<file path="config.mk">
export PLATFORM = sky130hd
export DESIGN_NAME = seg_display_arbiter
export DESIGN_NICKNAME = d
export VERILOG_FILES = /design/src/rtl/seg_disp_pkg.sv /design/src/rtl/seg_display_arbiter_rr_pick.sv /design/src/rtl/seg_display_arbiter.sv
export SDC_FILE = /design/constraint.sdc
export NUM_CORES = 1
export LEC_CHECK = 0
export CAP_MARGIN = 20
export CORE_MARGIN = 1
export CORE_UTILIZATION = 35
export DETAILED_ROUTE_END_ITERATION = 12
export GPL_TIMING_DRIVEN = 1
export PLACE_DENSITY = 0.56
export SLEW_MARGIN = 20
export SYNTH_ARGS = -nofsm -noshare
export SYNTH_HDL_FRONTEND = slang
export SYNTH_SLANG_ARGS = --single-unit
</file>
<file path="constraint.sdc">
create_clock -name clk_100mhz -period 3.4 [get_ports clk_100mhz]
set_input_delay 0.68 -clock clk_100mhz [delete_from_list [all_inputs] [get_ports clk_100mhz]]
set_output_delay 0.68 -clock clk_100mhz [all_outputs]
set_load 0.05 [all_outputs]
</file>
<file path="src/rtl/seg_disp_pkg.sv">
// Shared types and helpers for the seg_display_arbiter codebase slice.
// Holds the BCD word width, the arbiter state encoding and the round-robin
// search function used by rr_pick_logic.
package seg_disp_pkg;

    localparam int BCD_W = 16;

    typedef enum logic [0:0] {
        IDLE  = 1'b0,
        OWNED = 1'b1
    } arb_state_t;

    typedef struct packed {
        logic       found;
        logic [1:0] idx;
    } rr_result_t;

    // Round-robin search over up to four requesters: first set bit strictly
    // after 'last', wrapping modulo n, with 'last' itself examined last.
    function automatic rr_result_t rr_pick(input logic [3:0] req,
                                           input logic [1:0] last,
                                           input int unsigned n);
        rr_result_t  r;
        int unsigned c;
        r.found = 1'b0;
        r.idx   = 2'd0;
        for (int unsigned off = 1; off <= 4; off++) begin
            c = ({30'd0, last} + off) % n;
            if ((off <= n) && !r.found && req[c[1:0]]) begin
                r.found = 1'b1;
                r.idx   = c[1:0];
            end
        end
        return r;
    endfunction

endpackage

</file>
<file path="src/rtl/seg_display_arbiter_rr_pick.sv">
// Combinational round-robin priority search for seg_display_arbiter.
// Pads the request vector to four bits and applies seg_disp_pkg::rr_pick.
module rr_pick_logic
    import seg_disp_pkg::*;
#(
    parameter int NREQ = 3
) (
    input  logic [NREQ-1:0] i_req,
    input  logic [1:0]      i_last,
    output logic [1:0]      o_idx,
    output logic            o_found
);

    logic [3:0] w_req_pad;
    rr_result_t w_res;

    // Zero-extend the request vector and run the wrap-around search.
    always_comb begin
        w_req_pad             = 4'b0000;
        w_req_pad[NREQ-1:0]   = i_req;
        w_res                 = rr_pick(w_req_pad, i_last, NREQ);
    end

    assign o_idx   = w_res.idx;
    assign o_found = w_res.found;

endmodule

</file>
<file path="src/rtl/seg_display_arbiter.sv">
// seg_display_arbiter: shares one 4-digit 7-segment display between NREQ
// requesters with registered one-hot round-robin grants and a minimum hold.
// Optional feature macro: ARB_PREEMPT_EN -- when defined, a contended owner
// still requesting is rotated out after MAX_HOLD cycles.
module seg_display_arbiter
    import seg_disp_pkg::*;
#(
    parameter int          NREQ       = 3,
    parameter int          MIN_HOLD   = 50_000_000,
    parameter int          MAX_HOLD   = 200_000_000,
    parameter logic [15:0] IDLE_VALUE = 16'h0000
) (
    input  logic                  clk_100mhz,
    input  logic                  rst,
    input  logic [NREQ-1:0]       req,
    input  logic [BCD_W*NREQ-1:0] bcd_in,
    output logic [NREQ-1:0]       grant,
    output logic [1:0]            owner_id,
    output logic                  busy,
    output logic [BCD_W-1:0]      bcd_out
);

    localparam int                CNT_W     = $clog2(MAX_HOLD) + 1;
    localparam logic [CNT_W-1:0]  HELD_AT   = CNT_W'(MIN_HOLD - 1);
`ifdef ARB_PREEMPT_EN
    localparam logic [CNT_W-1:0]  MAX_AT    = CNT_W'(MAX_HOLD - 1);
    localparam logic [CNT_W-1:0]  CNT_SAT   = MAX_AT;
`else
    localparam logic [CNT_W-1:0]  CNT_SAT   = HELD_AT;
`endif
    localparam logic [NREQ-1:0]   GRANT_ONE = {{(NREQ-1){1'b0}}, 1'b1};

    arb_state_t       r_state;
    logic [CNT_W-1:0] r_cnt;

    logic [BCD_W-1:0] w_words [NREQ];
    logic [1:0]       w_idx;
    logic             w_found;
    logic             w_held;
    logic             w_own_req;
    logic             w_others;
    logic             w_preempt;
    logic             w_load;
    logic             w_release;

    genvar gi;
    generate
        for (gi = 0; gi < NREQ; gi++) begin : g_words
            assign w_words[gi] = bcd_in[BCD_W*gi +: BCD_W];
        end
    endgenerate

    rr_pick_logic #(.NREQ(NREQ)) u_pick (
        .i_req   (req),
        .i_last  (owner_id),
        .o_idx   (w_idx),
        .o_found (w_found)
    );

    assign w_held    = (r_cnt >= HELD_AT);
    assign w_own_req = req[owner_id];
    assign w_others  = |(req & ~grant);
`ifdef ARB_PREEMPT_EN
    assign w_preempt = (r_cnt >= MAX_AT) && w_own_req && w_others;
`else
    assign w_preempt = 1'b0;
`endif

    // Decide whether this edge loads a new owner or releases to idle.
    always_comb begin
        w_load    = 1'b0;
        w_release = 1'b0;
        case (r_state)
            IDLE: begin
                w_load = w_found;
            end
            OWNED: begin
                if (w_held && !w_own_req) begin
                    w_load    = w_found;
                    w_release = !w_found;
                end else begin
                    w_load    = w_preempt;
                end
            end
            default: begin
                w_release = 1'b1;
            end
        endcase
    end

    // Arbiter FSM with hold counter and registered display outputs.
    always_ff @(posedge clk_100mhz or posedge rst) begin
        if (rst) begin
            r_state  <= IDLE;
            r_cnt    <= '0;
            grant    <= '0;
            owner_id <= 2'(NREQ - 1);
            busy     <= 1'b0;
            bcd_out  <= IDLE_VALUE;
        end else if (w_load) begin
            r_state  <= OWNED;
            r_cnt    <= '0;
            grant    <= GRANT_ONE << w_idx;
            owner_id <= w_idx;
            busy     <= 1'b1;
            bcd_out  <= w_words[w_idx];
        end else if (w_release) begin
            r_state  <= IDLE;
            r_cnt    <= '0;
            grant    <= '0;
            busy     <= 1'b0;
            bcd_out  <= IDLE_VALUE;
        end else if (r_state == OWNED) begin
            if (r_cnt < CNT_SAT) begin
                r_cnt <= r_cnt + 1'b1;
            end
            if (w_own_req) begin
                bcd_out <= w_words[owner_id];
            end
        end
    end

endmodule

</file>
==> results of run 1 <==
[layout make-up]
type / count / area (um2)
clock inverter: 1 / 7.51
timing repair buffer: 86 / 831
sequential: 51 / 1280
tap: 108 / 135
inverter: 9 / 33.8
fill: 855 / 4630
clock buffer: 7 / 96.3
multi-input combinational: 299 / 1880
[report_power, final]
part	switching (mW)	internal [mW]
Clock	0.205	0.186
Sequential	0.0650	0.680
Combinational	0.285	0.219
[flip-flops by register name (all words and copies together) (netlist names)]
register,count
bcd_out,16
grant,3
owner_id,2
r_cnt,29
r_state,1
[metal layers]
layer	GRT usage	wire length, um	vias up
met3	0.0312	370	7
li1	-	-	1546
met5	0	0	-
met1	0.284	4570	1521
met4	0.0540	119	0
met2	0.337	4510	70
[layout by cell type, fill, tap and decap left out, types with 2 or more instances in the layout]
master | synthesis | layout
o22ai_1 | 2 | 2
nor2_1 | 41 | 41
nand2b_1 | 3 | 3
clkdlybuf4s50_1 | 0 | 74
nand3_1 | 30 | 30
nand2_1 | 21 | 21
a31oi_1 | 2 | 2
nor2b_1 | 5 | 5
o211ai_1 | 4 | 4
nor3_1 | 8 | 8
nand4_1 | 5 | 5
a22oi_1 | 16 | 16
and4_1 | 3 | 3
a31o_2 | 2 | 2
xor2_1 | 9 | 9
mux2i_1 | 17 | 17
and3_1 | 6 | 6
a21oi_1 | 41 | 40
ha_1 | 3 | 3
nor4_1 | 6 | 6
o211a_1 | 2 | 2
buf_4 | 0 | 12
o21bai_1 | 2 | 2
dfrtp_1 | 50 | 50
o21ai_0 | 25 | 25
clkbuf_8 | 0 | 7
o22a_1 | 16 | 16
or3_1 | 5 | 5
xnor2_1 | 10 | 10
inv_1 | 9 | 8
[Yosys cell counts (8+ instances only)]
| master | n |
|---|---|
| inv_1 | 9 |
| nor3_1 | 8 |
| nand3_1 | 30 |
| a22oi_1 | 16 |
| dfrtp_1 | 50 |
| xor2_1 | 9 |
| xnor2_1 | 10 |
| clkbuf_1 | 22 |
| nor2_1 | 41 |
| nand2_1 | 21 |
| o21ai_0 | 25 |
| a21oi_1 | 41 |
| o22a_1 | 16 |
| mux2i_1 | 17 |
[final timing paths]
check / end / startpoint / cells past startpoint / slack, ns
worst max-delay path: bcd_out[15]$_DFFE_PP0P_ / req[2] / 8 / 0.71
worst max register to register: bcd_out[15]$_DFFE_PP0P_ / owner_id[0]$_DFFE_PP0N_ / 9 / 0.80
min in group asynchronous: r_cnt[12]$_DFFE_PP0P_ / rst / 3 / 0.87
worst min-delay path: bcd_out[8]$_DFFE_PP0P_ / bcd_out[8]$_DFFE_PP0P_ / 1 / 0.51
worst min register to register: bcd_out[8]$_DFFE_PP0P_ / bcd_out[8]$_DFFE_PP0P_ / 1 / 0.51
max in group asynchronous: bcd_out[14]$_DFFE_PP0P_ / rst / 3 / 2.10
[cell families after synthesis]
logic type,after synthesis
AND/OR/NAND/NOR,136
AO/OA/AOI/OAI,123
flip-flops,51
buffers and inverters,35
XOR/XNOR,19
multiplexers,17
adder cells (fa/ha/maj),4
[worst max-delay path, stage by stage]
cell,delay (ns)
clkdlybuf4s50_1,0.56
nor2_1,0.10
o21ai_0,0.28
a31o_2,0.40
o41a_1,0.20
buf_4,0.31
o21ai_0,0.15
o22a_1,0.19
==> insert_results.sql, run 1 <==
INSERT INTO impl_metrics (metric_group, metric, value, unit) VALUES
('yosys', 'synth.largest_area_cell', 'dfrtp_1', ''),
('sta', 'grt_setup_unrepaired', 'false', ''),
('yosys', 'synthCells', '385', ''),
('detailed_routing', 'number_of_vias_per_cell', '5.60', ''),
('floorplan', 'design.die.area', '9750', 'um2'),
('yosys', 'synth.lib_cells_used.distinct', '46', ''),
('clocking', 'cts-htree-levels', '2', ''),
('floorplan', 'number_of_cell_rows', '34', ''),
('placed_design', 'globalplace.congestion', '0.815', ''),
('global_routing', 'first_global_vias', '3069', ''),
('pwr', 'ir_worst_vdd', '0.170', 'mV'),
('placed_design', 'io_buffers', '74', ''),
('global_routing', 'grt_start_max_net_pins', '52', ''),
('yosys', 'synth_simple_gate_area_frac', '0.201', ''),
('floorplan', 'die-width', '98.7', 'um'),
('yosys', 'mappedNetlistNets', '441', ''),
('sta', 'timing.final.hold_violations', '0', ''),
('finish', 'post-route-cell-area', '4260', 'um2'),
('detailed_routing', 'detailroute.via_count', '3144', ''),
('floorplan', 'coreArea', '8890', 'um2'),
('detailed_routing', 'totalWireLength', '9.57', 'mm'),
('floorplan', 'floorplan.initialDensity', '0.368', ''),
('yosys', 'postSynth.asyncResetShare', '1.00', ''),
('detailed_routing', 'ant_nets', '0', ''),
('yosys', 'syn_warnings', '0', ''),
('finish', 'finish.cell_count_without_fillers', '561', ''),
('global_routing', 'track_usage', '0.206', ''),
('yosys', 'synth_ff_type', 'dfrtp_1', ''),
('floorplan', 'design.portCount', '75', ''),
('sta', 'final.hold.worst_slack', '0.511', 'ns'),
('setup_path', 'cp_data_required_time', '3.60', 'ns'),
('placed_design', 'numPlacedInstances', '553', ''),
('floorplan', 'floorplan.die.height', '98.7', 'um'),
('setup_path', 'critPathLaunchType', 'primary input', ''),
('global_routing', 'grt_pass1_wl', '15.9', 'mm'),
('sta', 'clock-skew-final', '0.00531', 'ns'),
('pwr', 'power.total', '1.64', 'mW'),
('run_status', 'outcome', 'completed', ''),
('setup_path', 'cp-end-kind', 'flop', ''),
('yosys', 'mappedNetlistArea', '3280', 'um2'),
('detailed_routing', 'detailed_route_drc_error_count', '0', ''),
('sta', 'max_freq', '0.372', 'GHz'),
('sta', 'drv_slew', '0', ''),
('setup_path', 'timing.critical_path.fanout_max', '32', ''),
('finish', 'n_antenna_cell', '0', ''),
('setup_path', 'worst-endpoint-arrival', '2.89', 'ns'),
('yosys', 'area_share_of_the_leading_cell_type_in_the_synthesized_netlist', '0.382', ''),
('finish', 'final_nets', '508', ''),
('yosys', 'synth-xor-area-share', '0.0508', ''),
('clocking', 'clk_pin_slew', '0.09', 'ns'),
('sta', 'post-route-worst-setup-slack', '0.710', 'ns'),
('clocking', 'clock_tree.root_cell', 'clkbuf_8', ''),
('clocking', 'tritoncts', 'yes', ''),
('yosys', 'post_syn_area_per_cell', '8.51', 'um2'),
('sta', 'setup_total_negative_slack', '0', 'ns'),
('global_routing', 'antenna_found_initial', '0', ''),
('clocking', 'post_cts_repair_timing_setup_buffer_count', '0', ''),
('finish', 'drive_above_1_share', '0.0662', ''),
('finish', 'syn_to_final_growth', '29.9', '%'),
('pwr', 'power.leakage', '1.70', 'nW'),
('placed_design', 'detailedPlacementHpwl', '6.37', 'mm'),
('placed_design', 'placed_area', '4150', 'um2'),
('setup_path', 'ws_path_type', 'primary input to flop', ''),
('sta', 'post-route-period-util', '0.791', ''),
('clocking', 'cts_made_buffers', '5', ''),
('yosys', 'dominant_combinational_cell_family_by_area_after_synthesis', 'compound AO/OA/AOI/OAI gates', ''),
('detailed_routing', 'drtIter0Drc', '151', ''),
('pwr', 'power_density', '385', 'nW/um2'),
('yosys', 'ys_seq_elements', '51', ''),
('detailed_routing', 'drt-pass1-iter-count', '5', ''),
('sta', 'setup_viol', '0', '');
No activity file was read; power rests on OpenSTA's default activity.
==> run 2, diff against run 1 <==
--- a/config.mk
+++ b/config.mk
@@ -10,7 +10,7 @@
 export CORE_UTILIZATION = 35
 export DETAILED_ROUTE_END_ITERATION = 12
 export GPL_TIMING_DRIVEN = 1
-export PLACE_DENSITY = 0.56
+export PLACE_DENSITY = 0.58
 export SLEW_MARGIN = 20
 export SYNTH_ARGS = -nofsm -noshare
 export SYNTH_HDL_FRONTEND = slang
==> constraint.sdc (replaced) <==
create_clock -name clk_100mhz -period 2.28 [get_ports clk_100mhz]
set_input_delay 0.456 -clock clk_100mhz [delete_from_list [all_inputs] [get_ports clk_100mhz]]
set_output_delay 0.456 -clock clk_100mhz [all_outputs]
set_load 0.05 [all_outputs]
==> insert_results.sql, run 2 (synthesis results as in run 1) <==
INSERT INTO impl_metrics (metric_group, metric, value, unit) VALUES
('setup_path', 'timing.critical_path.cells', 'inv_4, ha_4, nor3_1, o21ai_2, a31o_2, o41a_1, buf_6, clkbuf_16, o22a_1', ''),
('finish', 'ff_latch_area', '1280', 'um2'),
('setup_path', 'timing.critical_path.max_delay_family', 'compound AO/OA/AOI/OAI gates', ''),
('finish', 'largest-register', 'r_cnt', ''),
('floorplan', 'floorplan.initialDensity', '0.368', ''),
('floorplan', 'floorplan.die.height', '98.7', 'um'),
('floorplan', 'coreArea', '8890', 'um2'),
('clocking', 'cts-htree-levels', '2', ''),
('pwr', 'power.total', '2.54', 'mW'),
('run_status', 'failed_checks', 'setup timing', ''),
('setup_path', 'cp_data_required_time', '2.48', 'ns'),
('setup_path', 'critPathLaunchType', 'flop', ''),
('global_routing', 'routing_usage_on_met3', '0.0241', ''),
('finish', 'largest_reg_flops', '29', ''),
('global_routing', 'grt_pass1_wl', '16.4', 'mm'),
('clocking', 'clock_insertion_delay_worst_skew', '0.30', 'ns'),
('global_routing', 'grt.overflow.total', '0', ''),
('finish', 'finish.cell_count_without_fillers', '591', ''),
('placed_design', 'detailedPlacementHpwl', '6.70', 'mm'),
('global_routing', 'first_global_vias', '3328', ''),
('clocking', 'cts.sink_count', '51', ''),
('finish', 'layout.cells.most_common_list', '72 x clkdlybuf4s50_1, 49 x dfrtp_1, 41 x nor2_1', ''),
('pwr', 'power_density', '518', 'nW/um2'),
('detailed_routing', 'drtIter0Drc', '120', ''),
('finish', 'drive_above_1_share', '0.205', ''),
('sta', 'finalCriticalPeriod', '2.31', 'ns'),
('finish', 'largest_registers', 'r_cnt (29), bcd_out (16), grant (3)', ''),
('sta', 'clock-skew-final', '0.00418', 'ns'),
('sta', 'setup_viol', '18', ''),
('hold_path', 'worstHoldPathType', 'primary input to async pin', ''),
('pwr', 'ir_worst_vdd', '0.320', 'mV'),
('clocking', 'tritoncts', 'yes', ''),
('detailed_routing', 'detailroute.via_count', '3364', ''),
('global_routing', 'globalRouteMet1Util', '0.280', ''),
('clocking', 'clock_tree.root_cell', 'clkbuf_8', ''),
('placed_design', 'io_buffers', '74', ''),
('floorplan', 'number_of_cell_rows', '34', ''),
('clocking', 'clock_tree.buffer_depth', '2', ''),
('placed_design', 'globalplace.congestion', '0.822', ''),
('sta', 'timing.final.hold_violations', '0', ''),
('global_routing', 'antenna_found_initial', '0', ''),
('finish', 'finish.utilization', '0.550', ''),
('detailed_routing', 'totalWireLength', '10.5', 'mm'),
('global_routing', 'top_usage_layer', 'met2', ''),
('setup_path', 'crit_buf_inv', '3', ''),
('detailed_routing', 'ant_nets', '0', ''),
('run_status', 'outcome', 'finished with violations', ''),
('sta', 'timing.max_slew.rel_slack', '0.625', ''),
('floorplan', 'design.portCount', '75', ''),
('clocking', 'clk_pin_slew', '0.09', 'ns'),
('setup_path', 'ws_path_type', 'flop to flop', ''),
('finish', 'syn_to_final_growth', '49.3', '%'),
('setup_path', 'worst-endpoint-arrival', '2.51', 'ns'),
('detailed_routing', 'detailed_route_drc_error_count', '0', ''),
('global_routing', 'track_usage', '0.208', ''),
('sta', 'grt_setup_unrepaired', 'true', ''),
('flow_run', 'drv.max_cap_violation_count', '0', ''),
('detailed_routing', 'drt-pass1-iter-count', '4', ''),
('setup_path', 'timing.critical_path.slowest_cell_delay', '0.66', 'ns'),
('floorplan', 'design.die.area', '9750', 'um2'),
('finish', 'most_common_cell_after_layout_fill_and_taps_aside', 'clkdlybuf4s50_1', ''),
('global_routing', 'global_route.usage.met2', '0.357', ''),
('detailed_routing', 'number_of_vias_per_cell', '5.69', ''),
('sta', 'max_freq', '0.433', 'GHz'),
('pwr', 'power.leakage', '1.95', 'nW'),
('setup_path', 'crit_path_top_delay_cell', 'dfstp_4', ''),
('sta', 'post-route-period-util', '1.01', ''),
('detailed_routing', 'routed_wire_length_per_instance', '17.7', 'um'),
('sta', 'post-route-worst-setup-slack', '-0.0312', 'ns'),
('setup_path', 'timing.critical_path.fanout_max', '8', ''),
('floorplan', 'die-width', '98.7', 'um'),
('clocking', 'cts_made_buffers', '5', ''),
('setup_path', 'cp-end-kind', 'flop', ''),
('sta', 'drv_slew', '0', ''),
('sta', 'tightestPinTransition', '0.561', 'ns'),
('placed_design', 'numPlacedInstances', '571', ''),
('global_routing', 'grt_start_max_net_pins', '34', ''),
('finish', 'final_nets', '538', ''),
('finish', 'fillCellCount', '779', ''),
('setup_path', 'reg2reg_slack', '-0.03', 'ns'),
('finish', 'multi_input_comb_area', '2140', 'um2'),
('finish', 'n_antenna_cell', '0', '');
## run 2: cell count changes in the layout (fill, tap and decap cells not counted), moves of 3 or more
cell / before / now
a21oi_2: 1 / 9
buf_6: 0 / 4
buf_12: 0 / 6
o21ai_0: 25 / 14
a22oi_1: 16 / 10
nor4_1: 6 / 0
nor4_4: 0 / 6
o21ai_1: 1 / 10
buf_4: 12 / 29
clkbuf_16: 0 / 3
a21oi_1: 40 / 32
a22oi_2: 0 / 6
## run 2: worst register-to-register path: cells and delay by family, from the launching register on
family / cells / cell delay (ns)
buf+inv: 3 / 0.38
compound gates: 4 / 0.75
flops: 1 / 0.66
fa+ha+maj: 1 / 0.16
simple gates: 1 / 0.26
## run 2: layout make-up
type                       count  area share
timing repair buffer         116       0.247
inverter                       9     0.00793
tap                          108      0.0276
clock buffer                   5      0.0141
clock inverter                 3     0.00409
multi-input combinational    299       0.437
sequential                    51       0.262
## run 2: layer usage
metal  wire (um)  up-vias
met5           0        -
met4         118        0
met3         660       12
met2        5040      107
met1        4630     1635
li1            -     1610
## run 2: path summary, 6_finish.rpt
| check | cells past startpoint | end | startpoint |
|---|---|---|---|
| max in group asynchronous | 3 | r_state$_DFFE_PP0P_ | rst |
| min in group clk_100mhz | 1 | bcd_out[8]$_DFFE_PP0P_ | bcd_out[8]$_DFFE_PP0P_ |
| hold reg to reg | 1 | bcd_out[8]$_DFFE_PP0P_ | bcd_out[8]$_DFFE_PP0P_ |
| setup reg to reg | 9 | bcd_out[10]$_DFFE_PP0P_ | owner_id[1]$_DFFE_PP1N_ |
| hold / removal | 2 | bcd_out[1]$_DFFE_PP0P_ | rst |
| setup / recovery | 9 | bcd_out[10]$_DFFE_PP0P_ | owner_id[1]$_DFFE_PP1N_ |
## run 2: what timing repair did
action                     in CTS  in global routing
cloned                          0                  5
hold buffers                    0                  0
setup endpoints to repair      18                 45
pin swaps                       1                 14
buffers inserted                0                  7
gates resized for setup         3                 31
## run 2: power breakdown
group	internal, mW	leakage [nW]	switching [mW]	total [mW]
logic	0.406	1.27	0.490	0.897
clock network	0.214	0.0402	0.314	0.528
registers	1.01	0.647	0.0972	1.11
## run 2: through the flow
stage	hold slack (ns)	cell area (um2)	setup slack, ns	TNS [ns]
after global routing	0.523	4890	-0.128	-2.32
after floorplan	0.483	3570	-0.357	-7.80
after detailed placement	0.496	4530	-0.178	-2.22
final	0.474	4890	-0.0312	-0.245
after global placement	0.491	4530	-0.138	-1.60
after CTS	0.487	4620	0.00310	0
==> run 3, diff against run 2 <==
--- a/config.mk
+++ b/config.mk
@@ -10,7 +10,6 @@
 export CORE_UTILIZATION = 35
 export DETAILED_ROUTE_END_ITERATION = 12
 export GPL_TIMING_DRIVEN = 1
-export PLACE_DENSITY = 0.58
 export SLEW_MARGIN = 20
 export SYNTH_ARGS = -nofsm -noshare
 export SYNTH_HDL_FRONTEND = slang
==> insert_results.sql, run 3 (synthesis results as in run 1) <==
INSERT INTO impl_metrics (metric_group, metric, value, unit) VALUES
('setup_path', 'timing.critical_path.slowest_cell_delay', '0.67', 'ns'),
('pwr', 'power.total', '2.49', 'mW'),
('pwr', 'ir_worst_vdd', '0.279', 'mV'),
('setup_path', 'ws_path_type', 'flop to flop', ''),
('sta', 'max_freq', '0.446', 'GHz'),
('floorplan', 'coreArea', '8890', 'um2'),
('finish', 'largest_reg_flops', '29', ''),
('placed_design', 'dp_slack', '-0.201', 'ns'),
('sta', 'timing.final.hold_violations', '0', ''),
('clocking', 'cts_made_buffers', '5', ''),
('sta', 'post-route-worst-setup-slack', '0.0369', 'ns'),
('global_routing', 'grt.overflow.total', '0', ''),
('global_routing', 'first_global_vias', '3295', ''),
('clocking', 'clk_pin_slew', '0.10', 'ns'),
('finish', 'finish.cell_count_without_fillers', '581', ''),
('finish', 'largest-register', 'r_cnt', ''),
('detailed_routing', 'routed_wire_length_per_instance', '16.7', 'um'),
('finish', 'drive_above_1_share', '0.156', ''),
('sta', 'timing.max_slew.rel_slack', '0.606', ''),
('setup_path', 'critPathLaunchType', 'flop', ''),
('sta', 'finalCriticalPeriod', '2.24', 'ns'),
('flow_run', 'drv.max_cap_violation_count', '0', ''),
('sta', 'drv_slew', '0', ''),
('floorplan', 'design.die.area', '9750', 'um2'),
('floorplan', 'die-width', '98.7', 'um'),
('hold_path', 'worstHoldPathType', 'primary input to async pin', ''),
('detailed_routing', 'ant_nets', '0', ''),
('finish', 'post-route-cell-area', '4660', 'um2'),
('clocking', 'tritoncts', 'yes', ''),
('clocking', 'cts_hold_buffers', '0', ''),
('sta', 'clock-skew-final', '0.00654', 'ns'),
('clocking', 'clock_tree.root_cell', 'clkbuf_8', ''),
('pwr', 'power.leakage', '1.87', 'nW'),
('global_routing', 'track_usage', '0.208', ''),
('sta', 'grt_setup_unrepaired', 'true', ''),
('placed_design', 'detailedPlacementHpwl', '6.81', 'mm'),
('finish', 'most_common_cell_after_layout_fill_and_taps_aside', 'clkdlybuf4s50_1', ''),
('sta', 'post-route-period-util', '0.984', ''),
('floorplan', 'floorplan.initialDensity', '0.368', ''),
('detailed_routing', 'drtIter0Drc', '236', ''),
('floorplan', 'floorplan.die.height', '98.7', 'um'),
('finish', 'n_antenna_cell', '0', ''),
('sta', 'tightestPinTransition', '0.590', 'ns'),
('placed_design', 'placed_area', '4510', 'um2'),
('sta', 'setup_total_negative_slack', '0', 'ns'),
('detailed_routing', 'drt-pass1-iter-count', '4', ''),
('finish', 'layout.cells.most_common_list', '72 x clkdlybuf4s50_1, 49 x dfrtp_1, 41 x nor2_1', ''),
('clocking', 'clock_insertion_delay_worst_skew', '0.32', 'ns'),
('global_routing', 'grt_pass1_wl', '16.3', 'mm'),
('run_status', 'outcome', 'completed', ''),
('sta', 'setup_viol', '0', ''),
('setup_path', 'crit_path_top_delay_cell', 'dfstp_4', ''),
('detailed_routing', 'routed_wl_met3', '405', 'um'),
('detailed_routing', 'routed_length_on_met1', '4.37', 'mm'),
('setup_path', 'worst-endpoint-arrival', '2.49', 'ns'),
('detailed_routing', 'uppermost_layer_routed', 'met4', ''),
('global_routing', 'grt_start_max_net_pins', '33', ''),
('clocking', 'clock_tree.buffer_depth', '2', ''),
('floorplan', 'design.portCount', '75', ''),
('detailed_routing', 'number_of_vias_per_cell', '5.68', ''),
('placed_design', 'io_buffers', '74', ''),
('detailed_routing', 'wl_met2', '4.70', 'mm'),
('placed_design', 'numPlacedInstances', '572', ''),
('setup_path', 'timing.critical_path.fanout_max', '8', ''),
('finish', 'final_nets', '528', ''),
('placed_design', 'globalplace.congestion', '0.811', ''),
('detailed_routing', 'detailed_route_drc_error_count', '0', ''),
('floorplan', 'number_of_cell_rows', '34', ''),
('global_routing', 'antenna_found_initial', '0', ''),
('clocking', 'cts.sink_count', '51', ''),
('sta', 'final.hold.worst_slack', '0.439', 'ns'),
('detailed_routing', 'detailroute.via_count', '3301', ''),
('pwr', 'power_density', '535', 'nW/um2'),
('setup_path', 'timing.critical_path.cells', 'ha_4, o211ai_1, a31oi_2, or3_4, or3_1, a21oi_1', ''),
('setup_path', 'cp-end-kind', 'flop', ''),
('setup_path', 'cp_data_required_time', '2.53', 'ns'),
('finish', 'largest_registers', 'r_cnt (29), bcd_out (16), grant (3)', ''),
('detailed_routing', 'totalWireLength', '9.72', 'mm'),
('finish', 'syn_to_final_growth', '42.3', '%'),
('clocking', 'cts-htree-levels', '2', ''),
('finish', 'finish.utilization', '0.524', '');
run 3: cell types whose count changed in the layout (fill, tap and decap cells not counted), sizes merged:
cell,previous run,this run
buf,41,34
inv,9,10
clkinv,1,0
clkbuf,8,5
run 3: area by class of cell:
cell class	instances	area (um2)
inverters	9	38.8
fillers	808	4230
clock inverters	3	23.8
well taps	108	135
clock buffers	5	68.8
repair buffers	106	1040
multi-input cells	299	2070
flip-flops and latches	51	1280
run 3: layer usage:
layer / GRT usage / vias to the layer above
li1: - / 1591
met4: 0.0873 / 0
met1: 0.276 / 1595
met5: 0 / -
met3: 0.0298 / 20
met2: 0.339 / 95
run 3: repair_timing:
item / 4_1_cts / 5_1_grt
buffers inserted: 0 / 1
resized for setup: 2 / 10
pin swaps: 0 / 3
endpoints found under the setup margin: 20 / 47
run 3: critical path, delay by kind of cell (launching register included):
kind	cells	cell delay, ns
AND/OR/NAND/NOR	2	0.75
AO/OA/AOI/OAI	3	0.53
adder cells (fa/ha/maj)	1	0.22
flip-flops	1	0.67
run 3: final timing paths:
kind | startpoint | to | slack [ns] | cells past startpoint
worst min-delay path | rst | grant[2]$_DFFE_PP0P_ | 0.44 | 2
min in group clk_100mhz | bcd_out[14]$_DFFE_PP0P_ | bcd_out[14]$_DFFE_PP0P_ | 0.52 | 1
worst min register to register | bcd_out[14]$_DFFE_PP0P_ | bcd_out[14]$_DFFE_PP0P_ | 0.52 | 1
max in group asynchronous | rst | r_cnt[6]$_DFFE_PP0P_ | 1.25 | 3
worst max-delay path | owner_id[1]$_DFFE_PP1N_ | r_cnt[12]$_DFFE_PP0P_ | 0.04 | 6
worst max register to register | owner_id[1]$_DFFE_PP1N_ | r_cnt[12]$_DFFE_PP0P_ | 0.04 | 6
run 3: report_power, final:
group	switching (mW)	internal [mW]	total [mW]
registers	0.0965	1.01	1.11
clock network	0.336	0.220	0.556
logic	0.457	0.370	0.828
